===== config.mk =====
export PLATFORM = sky130hd
export DESIGN_NAME = mul_operand_sequencer
export DESIGN_NICKNAME = d
export VERILOG_FILES = /design/src/rtl/mul_operand_sequencer.sv
export SDC_FILE = /design/constraint.sdc
export NUM_CORES = 1
export LEC_CHECK = 0
export CAP_MARGIN = 30
export CORE_ASPECT_RATIO = 2
export CORE_MARGIN = 4
export CORE_UTILIZATION = 35
export CTS_CLUSTER_SIZE = 12
export DETAILED_ROUTE_END_ITERATION = 8
export DONT_BUFFER_PORTS = 1
export PLACE_DENSITY_LB_ADDON = 0.08
export RECOVER_POWER = 100
export REMOVE_ABC_BUFFERS = 1
export SYNTH_ARGS = -nofsm -noshare
export SYNTH_HDL_FRONTEND = slang
export SYNTH_SLANG_ARGS = --single-unit

===== constraint.sdc =====
create_clock -name CLK -period 7.3 [get_ports CLK]
set_input_delay 1.46 -clock CLK [delete_from_list [all_inputs] [get_ports CLK]]
set_output_delay 1.46 -clock CLK [all_outputs]
set_load 0.03 [all_outputs]

===== src/rtl/mul_operand_sequencer.sv =====
// Purpose: queues (A,B) operand pairs and feeds them one at a time to a start/ready
//          style multiplier, capturing each product into a single-entry result register.
// Latency: PUSH at edge n -> M_ST high in cycle n+2; RES_VALID rises on the edge after M_RD returns high.
// Backpressure: no new job issues while RES_VALID=1 and RES_ACK=0; pushes into a full queue are dropped (OVF).
//
// Ports:
//   CLK, RST          clock, synchronous active-high reset
//   PUSH, A, B        enqueue an operand pair (A -> IN0, B -> IN1)
//   FULL, LEVEL       queue full flag and occupancy
//   M_ST, M_IN0/1     start pulse and held operands towards the multiplier
//   M_RD, M_RES       multiplier ready (1 = idle/done) and its result
//   RES, RES_VALID    captured product and its valid flag
//   RES_ACK           consumer takes RES
//   OVF, ERR          sticky: dropped push / start never acknowledged
module mul_operand_sequencer #(
  parameter int BW    = 16,
  parameter int DEPTH = 4,
  parameter int TMO   = 4
) (
  input  logic                     CLK,
  input  logic                     RST,
  input  logic                     PUSH,
  input  logic [BW-1:0]            A,
  input  logic [BW-1:0]            B,
  output logic                     FULL,
  output logic [$clog2(DEPTH):0]   LEVEL,
  output logic                     M_ST,
  output logic [BW-1:0]            M_IN0,
  output logic [BW-1:0]            M_IN1,
  input  logic                     M_RD,
  input  logic [BW-1:0]            M_RES,
  output logic [BW-1:0]            RES,
  output logic                     RES_VALID,
  input  logic                     RES_ACK,
  output logic                     OVF,
  output logic                     ERR
);

  localparam int AW = $clog2(DEPTH);
  localparam int LW = AW + 1;
  localparam int TW = $clog2(TMO + 1);

  localparam logic [1:0] S_IDLE      = 2'd0;
  localparam logic [1:0] S_ISSUE     = 2'd1;
  localparam logic [1:0] S_WAIT_BUSY = 2'd2;
  localparam logic [1:0] S_WAIT_DONE = 2'd3;

  typedef struct packed {
    logic [BW-1:0] a;
    logic [BW-1:0] b;
  } pair_t;

  // ---------------------------------------------------------------------------
  // Operand-pair queue
  // ---------------------------------------------------------------------------
  pair_t          mem [DEPTH];
  pair_t          wr_pair;
  pair_t          head;
  logic [AW-1:0]  wr_ptr;
  logic [AW-1:0]  rd_ptr;
  logic [LW-1:0]  level;
  logic           push_ok;
  logic           pop;
  logic           q_full;
  logic           q_empty;

  // FSM state
  logic [1:0]     state;
  logic [TW-1:0]  tmo_cnt;
  logic           tmo_hit;
  logic           capture;

  assign q_full  = (level == LW'(DEPTH));
  assign q_empty = (level == '0);

  // Acceptance looks only at the pre-edge level: a pop in the same cycle does
  // not make room for a push into a full queue.
  assign push_ok = PUSH && !q_full;

  // The head is popped on the IDLE->ISSUE edge. An ACK in the same cycle frees
  // the result register, so it may overlap with the next issue.
  assign pop = (state == S_IDLE) && !q_empty && (!RES_VALID || RES_ACK);

  assign wr_pair.a = A;
  assign wr_pair.b = B;
  assign head      = mem[rd_ptr];

  assign FULL  = q_full;
  assign LEVEL = level;

  // Storage carries no reset; validity is tracked by the pointers and level.
  always_ff @(posedge CLK) begin
    if (!RST && push_ok) begin
      mem[wr_ptr] <= wr_pair;
    end
  end

  always_ff @(posedge CLK) begin
    if (RST) begin
      wr_ptr <= '0;
      rd_ptr <= '0;
      level  <= '0;
      OVF    <= 1'b0;
    end else begin
      if (push_ok) begin
        wr_ptr <= wr_ptr + AW'(1);
      end
      if (pop) begin
        rd_ptr <= rd_ptr + AW'(1);
      end
      level <= level + LW'(push_ok) - LW'(pop);
      if (PUSH && q_full) begin
        OVF <= 1'b1;
      end
    end
  end

  // ---------------------------------------------------------------------------
  // Job sequencing FSM
  // ---------------------------------------------------------------------------
  // tmo_cnt counts WAIT_BUSY cycles in which the multiplier still reports
  // ready; the TMO-th such cycle abandons the job.
  assign tmo_hit = (state == S_WAIT_BUSY) && M_RD && (tmo_cnt == TW'(TMO - 1));
  assign capture = (state == S_WAIT_DONE) && M_RD;

  always_ff @(posedge CLK) begin
    if (RST) begin
      state   <= S_IDLE;
      tmo_cnt <= '0;
      M_ST    <= 1'b0;
      M_IN0   <= '0;
      M_IN1   <= '0;
      ERR     <= 1'b0;
    end else begin
      case (state)
        S_IDLE: begin
          if (pop) begin
            M_IN0 <= head.a;
            M_IN1 <= head.b;
            M_ST  <= 1'b1;
            state <= S_ISSUE;
          end
        end
        S_ISSUE: begin
          // Start is a single-cycle pulse; operands stay put until IDLE.
          M_ST    <= 1'b0;
          tmo_cnt <= '0;
          state   <= S_WAIT_BUSY;
        end
        S_WAIT_BUSY: begin
          if (!M_RD) begin
            state <= S_WAIT_DONE;
          end else if (tmo_hit) begin
            ERR   <= 1'b1;
            state <= S_IDLE;
          end else begin
            tmo_cnt <= tmo_cnt + TW'(1);
          end
        end
        S_WAIT_DONE: begin
          if (M_RD) begin
            state <= S_IDLE;
          end
        end
        default: begin
          state <= S_IDLE;
        end
      endcase
    end
  end

  // ---------------------------------------------------------------------------
  // Single-entry result register
  // ---------------------------------------------------------------------------
  // A capture on the same edge as an ACK wins: the old value is consumed and
  // the new product takes its place with RES_VALID still high.
  always_ff @(posedge CLK) begin
    if (RST) begin
      RES       <= '0;
      RES_VALID <= 1'b0;
    end else if (capture) begin
      RES       <= M_RES;
      RES_VALID <= 1'b1;
    end else if (RES_ACK) begin
      RES_VALID <= 1'b0;
    end
  end

endmodule


==> impl_metrics.py, run 1 <==
metrics = {
    "status": {
        "status": "finished, violations left",
        "violations": "max-capacitance violations, max-slew violations",
    },
    "worst_setup_path": {
        "slowest_stage": "nand2b_1",
        "start_kind": "primary input",
        "cpMostUsedCell": "inv_1",
        "cpPeakStageDelay_ns": 1.18,
        "required_ns": 7.66,
        "path_class": "in2reg",
        "ff2ff_path_depth": 4,
        "cp.arrival_ns": 4.41,
        "crit_family": "simple AND/OR/NAND/NOR gates",
        "timing.critical_path.cells": "nand2b_1, nand3_1, inv_1, ha_1, inv_1, ha_1, inv_1, fa_1, xor2_1, and2_0, nor3_1",
        "cp_max_fo": 35,
        "cp_num_cells": 11,
        "setup.worst_path.end_class": "flop",
        "cp_num_buf_inv": 3,
    },
    "global_route": {
        "groute.usage.overall": 0.152,
        "grt_max_degree": 67,
        "grt_first_pass_wirelength_um": 25700,
        "antenna_found_initial": 0,
        "grt_pass1_vias": 4342,
        "gr-total-overflow": 0,
    },
    "timing": {
        "drv_slew": 191,
        "holdWs_ns": 0.468,
        "period_needed_ns": 4.05,
        "rsz0062_at_grt": "false",
        "fmax_mhz": 247,
        "slew_headroom": -0.999,
        "skew_ns": 0.00752,
        "setup_viol": 0,
        "setup_tns_ns": 0,
        "timing.final.crit_share": 0.555,
        "worstMarginPinSlew_ns": 2.99,
        "finalHoldViolations": 0,
    },
    "place": {
        "routabilityCongestion": 0.685,
        "post-place-cells": 718,
        "port-buffer-count": 0,
        "dp_hpwl_um": 10600,
    },
    "logic_synthesis": {
        "synth.area.top_cells": "edfxtp_1, dfxtp_1, mux4_2",
        "ys_seq_elements": 192,
        "ys_seq_area_frac": 0.699,
        "synthCells": 486,
        "synth.cell_area_um2": 7330,
        "ys_async_sr_fraction": 0,
        "yosys_warnings": 0,
        "synthFlopType": "edfxtp_1",
        "synth_top_area_frac": 0.524,
        "yosysUniqueCellTypes": 34,
        "synth_edf_count": 128,
        "avgSynthCellArea_um2": 15.1,
        "synth_top_area_cell": "edfxtp_1",
    },
    "clocking": {
        "cts-buffers-inserted": 17,
        "clock-sinks": 192,
        "ctsHoldBuffers": 0,
        "cts_tree": "done",
        "clk_latency_ns": 0.43,
        "post_cts_buffers": 0,
        "cts-root-buf": "clkbuf_16",
        "htree_levels": 4,
        "clk_pin_slew_ns": 0.07,
        "clock_path_buffers": 2,
        "cts-resized-gates": 0,
    },
    "route": {
        "num_vias": 4100,
        "ant_nets": 0,
        "drc": 0,
        "routedWlPerCell_um": 23.1,
        "drtIter0Drc": 132,
        "first_pass_iters": 4,
        "drt_wl_total_um": 17300,
        "avgViaCountPerCell": 5.47,
    },
    "die": {
        "initial_core_util": 0.357,
        "die_x_um": 110,
        "dieArea_um2": 23500,
        "ioPinCount": 109,
        "die_h_um": 213,
        "num_rows": 74,
        "fp.coreArea_um2": 20600,
    },
    "layout": {
        "drive_gt1_frac": 0.149,
        "antennaDiodeCount": 0,
        "final_cell_count_no_fill": 750,
        "mostFrequentLayoutCell": "edfxtp_1",
        "nFillCells": 1946,
        "multi_input_area_um2": 2000,
        "syn_to_final_growth_pct": 10.5,
        "final_util": 0.394,
        "layout_common_cells": "edfxtp_1, dfxtp_1, a21oi_1",
        "seq_area_um2": 5130,
        "nNetsFinal": 533,
    },
    "power": {
        "p_seq_frac": 0.501,
        "p_sw_uw": 1130,
        "max-vdd-ir-drop_mv": 0.138,
        "netSwitchingFraction": 0.353,
        "p_total_uw": 3190,
        "p_int_uw": 2060,
        "power.leakage_uw": 0.00257,
        "share_comb_of_total_power": 0.224,
        "power.density_nw_per_um2": 394,
        "clockPowerShare": 0.275,
    },
    "worst_hold_path": {
        "whs_path_depth": 2,
        "hp-class": "reg2reg",
    },
    "flow_run": {
        "drv_cap": 7,
    },
}
==> path summary, 6_finish.rpt <==
check / start / endpoint / slack (ns)
worst max-delay path: RES_ACK / LEVEL[2]$_SDFF_PP0_ / 3.25
worst min-delay path: tmo_cnt[2]$_SDFFE_PP0P_ / tmo_cnt[2]$_SDFFE_PP0P_ / 0.47
worst min register to register: tmo_cnt[2]$_SDFFE_PP0P_ / tmo_cnt[2]$_SDFFE_PP0P_ / 0.47
worst max register to register: LEVEL[2]$_SDFF_PP0_ / mem[2][1]$_DFFE_PP_ / 3.30
==> through the flow <==
step	setup slack (ns)	cell area (µm²)
5_1_grt	3.01	8100
2_1_floorplan	3.59	7150
6_report	3.25	8100
3_3_place_gp	3.49	7530
3_5_place_dp	3.41	7640
4_1_cts	3.85	8190
==> metal layers <==
metal  GRT usage  wire length (µm)
met2       0.279              9720
met4      0.0540               317
met3      0.0611              1440
met5           0                 0
met1       0.153              5820
==> flip-flops by register name, summed over array words and instances (netlist names) <==
name and count:
RES_VALID 1, ERR 1, M_IN0 16, mem 128
rd_ptr 2, state 2, M_ST 1, tmo_cnt 3
OVF 1, RES 16, LEVEL 3, M_IN1 16
wr_ptr 2
==> cell type report <==
cell class / count / share of cell area
well taps: 266 / 0.0411
clock buffers: 21 / 0.0544
repair buffers: 8 / 0.00803
inverters: 9 / 0.00417
multi-input cells: 243 / 0.246
flip-flops and latches: 192 / 0.633
clock inverters: 11 / 0.0131
==> cells by family after synthesis <==
family / Yosys count / share of synthesized area
DFF: 192 / 0.699
and+or+nand+nor: 104 / 0.0763
AOI/OAI and AO/OA: 96 / 0.0773
buffers and inverters: 51 / 0.0297
muxes: 33 / 0.0999
adders and majority gates: 9 / 0.0164
xor gates and xnor gates: 1 / 0.00120
==> power by group through the flow <==
stage,clock (µW),combinational (µW),sequential (µW)
3_3_place_gp,0,688,1640
2_1_floorplan,0,474,1610
6_report,877,714,1600
4_1_cts,907,736,1610
3_5_place_dp,0,734,1630
5_1_grt,951,785,1630
==> synthesized netlist by cell type, types with 4 or more instances <==
cell      instances
buf_1            10
nand4_1          33
o31ai_1          33
inv_1             9
buf_2             6
ha_1              8
edfxtp_1        128
nor2_1            6
clkbuf_1         22
mux4_2           32
and2_1            5
dfxtp_1          64
nand3_1           5
a21oi_1          59
nand2_1          34
nand2b_1          4
==> worst reg2reg max path, delay by kind of cell, from the launching register on <==
family        cells  cell delay (ns)
buf+inv           1             0.85
flops             1             0.64
simple gates      3             1.94
No activity file was read; power rests on OpenSTA's default activity.
==> run 2, diff against run 1 <==
==> constraint.sdc (replaced) <==
create_clock -name CLK -period 3.3 [get_ports CLK]
set_input_delay 0.66 -clock CLK [delete_from_list [all_inputs] [get_ports CLK]]
set_output_delay 0.66 -clock CLK [all_outputs]
set_load 0.03 [all_outputs]
==> run 2 against run 1 <==
The run still ends with max-capacitance violations, max-slew violations left. Global-route usage up 0.23 points. Sequential cell count unchanged. First-iteration DRC count rose by 48%. Sequential power grew 120%. Power increased by 130%. Clock power grew to 2.6 times the previous value. Worst setup slack worse by 2.7 ns. Combinational power increased by 130%. Clock skew shrank 0.00057 ns.
==> impl_metrics.py, run 2 (synthesis gave the netlist of run 1 again) <==
metrics = {
    "global_route": {
        "groute.usage.overall": 0.155,
        "grt_max_degree": 67,
        "antenna_found_initial": 0,
        "grt_first_pass_wirelength_um": 26100,
        "grt_pass1_vias": 4284,
        "gr-total-overflow": 0,
    },
    "timing": {
        "setup_tns_ns": 0,
        "rsz0062_at_grt": "false",
        "skew_ns": 0.00695,
        "worst_slack_ns": 0.510,
        "slew_headroom": -0.107,
        "drv_slew": 26,
        "finalHoldViolations": 0,
        "fmax_mhz": 358,
        "setup_viol": 0,
        "timing.final.crit_share": 0.845,
        "worstMarginPinSlew_ns": 1.66,
        "period_needed_ns": 2.79,
    },
    "power": {
        "max-vdd-ir-drop_mv": 0.356,
        "p_int_uw": 4940,
        "share_comb_of_total_power": 0.216,
        "p_seq_frac": 0.477,
        "power.leakage_uw": 0.00267,
        "netSwitchingFraction": 0.337,
        "p_sw_uw": 2510,
        "clockPowerShare": 0.307,
        "p_total_uw": 7450,
        "power.density_nw_per_um2": 899,
    },
    "status": {
        "status": "finished, violations left",
        "violations": "max-capacitance violations, max-slew violations",
    },
    "route": {
        "drt_wl_total_um": 17300,
        "drc": 0,
        "avgViaCountPerCell": 5.36,
        "num_vias": 4059,
        "routedWlPerCell_um": 22.9,
        "ant_nets": 0,
        "first_pass_iters": 4,
        "drtIter0Drc": 195,
    },
    "clocking": {
        "ctsHoldBuffers": 0,
        "cts-resized-gates": 0,
        "clock-sinks": 192,
        "htree_levels": 4,
        "clk_latency_ns": 0.43,
        "cts_tree": "done",
        "clk_pin_slew_ns": 0.07,
        "cts-root-buf": "clkbuf_16",
        "clock_path_buffers": 2,
        "post_cts_buffers": 0,
        "cts-buffers-inserted": 17,
    },
    "worst_setup_path": {
        "required_ns": 3.36,
        "timing.critical_path.cells": "clkbuf_1, nor3b_1, clkbuf_1, nor3_1, and2_2, clkbuf_4",
        "ff2ff_path_depth": 6,
        "slowest_stage": "clkbuf_1",
        "start_kind": "flop",
        "rrSetupSlack_ns": 0.51,
        "path_class": "reg2reg",
        "cpPeakStageDelay_ns": 0.53,
        "cp.arrival_ns": 2.85,
        "worstReg2RegStart": "LEVEL[1]$_SDFF_PP0_",
        "cp_max_fo": 32,
        "cpMostUsedCell": "clkbuf_1",
        "regToRegEndpoint": "mem[2][23]$_DFFE_PP_",
        "setup.worst_path.end_class": "flop",
    },
    "place": {
        "dp_hpwl_um": 10400,
        "placed_area_um2": 7640,
        "routabilityCongestion": 0.686,
        "post-place-ws_ns": 0.796,
        "port-buffer-count": 0,
    },
    "layout": {
        "drive_gt1_frac": 0.177,
        "mostFrequentLayoutCell": "edfxtp_1",
        "nFillCells": 1927,
        "layout_common_cells": "edfxtp_1, dfxtp_1, a21oi_1",
        "antennaDiodeCount": 0,
        "syn_to_final_growth_pct": 13.1,
        "design_area_um2": 8290,
        "nNetsFinal": 540,
        "regMostFlops": "mem",
        "largest_reg_flops": 128,
    },
    "die": {
        "die_h_um": 213,
        "ioPinCount": 109,
        "die_x_um": 110,
        "num_rows": 74,
        "fp.coreArea_um2": 20600,
        "dieArea_um2": 23500,
        "initial_core_util": 0.357,
    },
    "flow_run": {
        "drv_cap": 1,
    },
    "worst_hold_path": {
        "min_to": "M_IN0[1]$_SDFFE_PP0P_",
        "hp-start": "RST",
        "whs_path_depth": 1,
        "hp-class": "in2reg",
    },
}
-- run 2: cell count changes in the layout (fill, tap and decap cells not counted), sizes merged --
cell,change
buf,+5
inv,-1
clkbuf,+3
bufinv,+3
clkinv,-3
-- run 2: cell type report --
class	count	area [µm²]	share of cell area
timing repair buffer	15	121	0.0146
multi-input combinational	243	2010	0.243
clock inverter	10	168	0.0202
tap	266	333	0.0402
inverter	9	33.8	0.00408
clock buffer	22	497	0.0599
sequential	192	5130	0.618
-- run 2: critical path: cells and delay by family, from the launching register on --
kind,cells,cell delay [ns]
flip-flops,1,0.33
AND/OR/NAND/NOR,3,0.72
buffers and inverters,3,1.35
-- run 2: how the worst max path moves through the flow --
stage	slack [ns]	startpoint	endpoint
5_1_grt	0.30	LEVEL[1]$_SDFF_PP0_	mem[2][28]$_DFFE_PP_
3_3_place_gp	0.84	LEVEL[2]$_SDFF_PP0_	LEVEL[2]$_SDFF_PP0_
4_1_cts	0.78	LEVEL[2]$_SDFF_PP0_	LEVEL[2]$_SDFF_PP0_
2_1_floorplan	0.22	state[1]$_SDFFE_PP0P_	LEVEL[2]$_SDFF_PP0_
3_5_place_dp	0.80	LEVEL[2]$_SDFF_PP0_	LEVEL[2]$_SDFF_PP0_
6_report	0.51	LEVEL[1]$_SDFF_PP0_	mem[2][23]$_DFFE_PP_
-- run 2: layer usage --
layer  vias up  GRT usage  share of wire
met5         -          0              0
met3        16     0.0563          0.080
met4         0     0.0514          0.016
met2       108      0.284           0.56
li1       1862          -              -
met1      2073      0.159           0.34
-- run 2: stage by stage --
| stage | std cells | util | hold slack, ns |
|---|---|---|---|
| after floorplan | 444 | - | 0.442 |
| after global placement | 724 | 0.370 | 0.453 |
| after detailed placement | 725 | 0.372 | 0.460 |
| after CTS | 757 | 0.404 | 0.273 |
| after global routing | 757 | 0.403 | 0.273 |
| final | 757 | 0.403 | 0.305 |
-- run 2: power by group through the flow --
stage	logic (µW)	clock network (µW)	registers (µW)
floorplan	1050	0	3560
global route	1780	2430	3620
finish	1610	2290	3550
CTS	1650	2340	3580
detailed placement	1650	0	3630
global placement	1590	0	3650
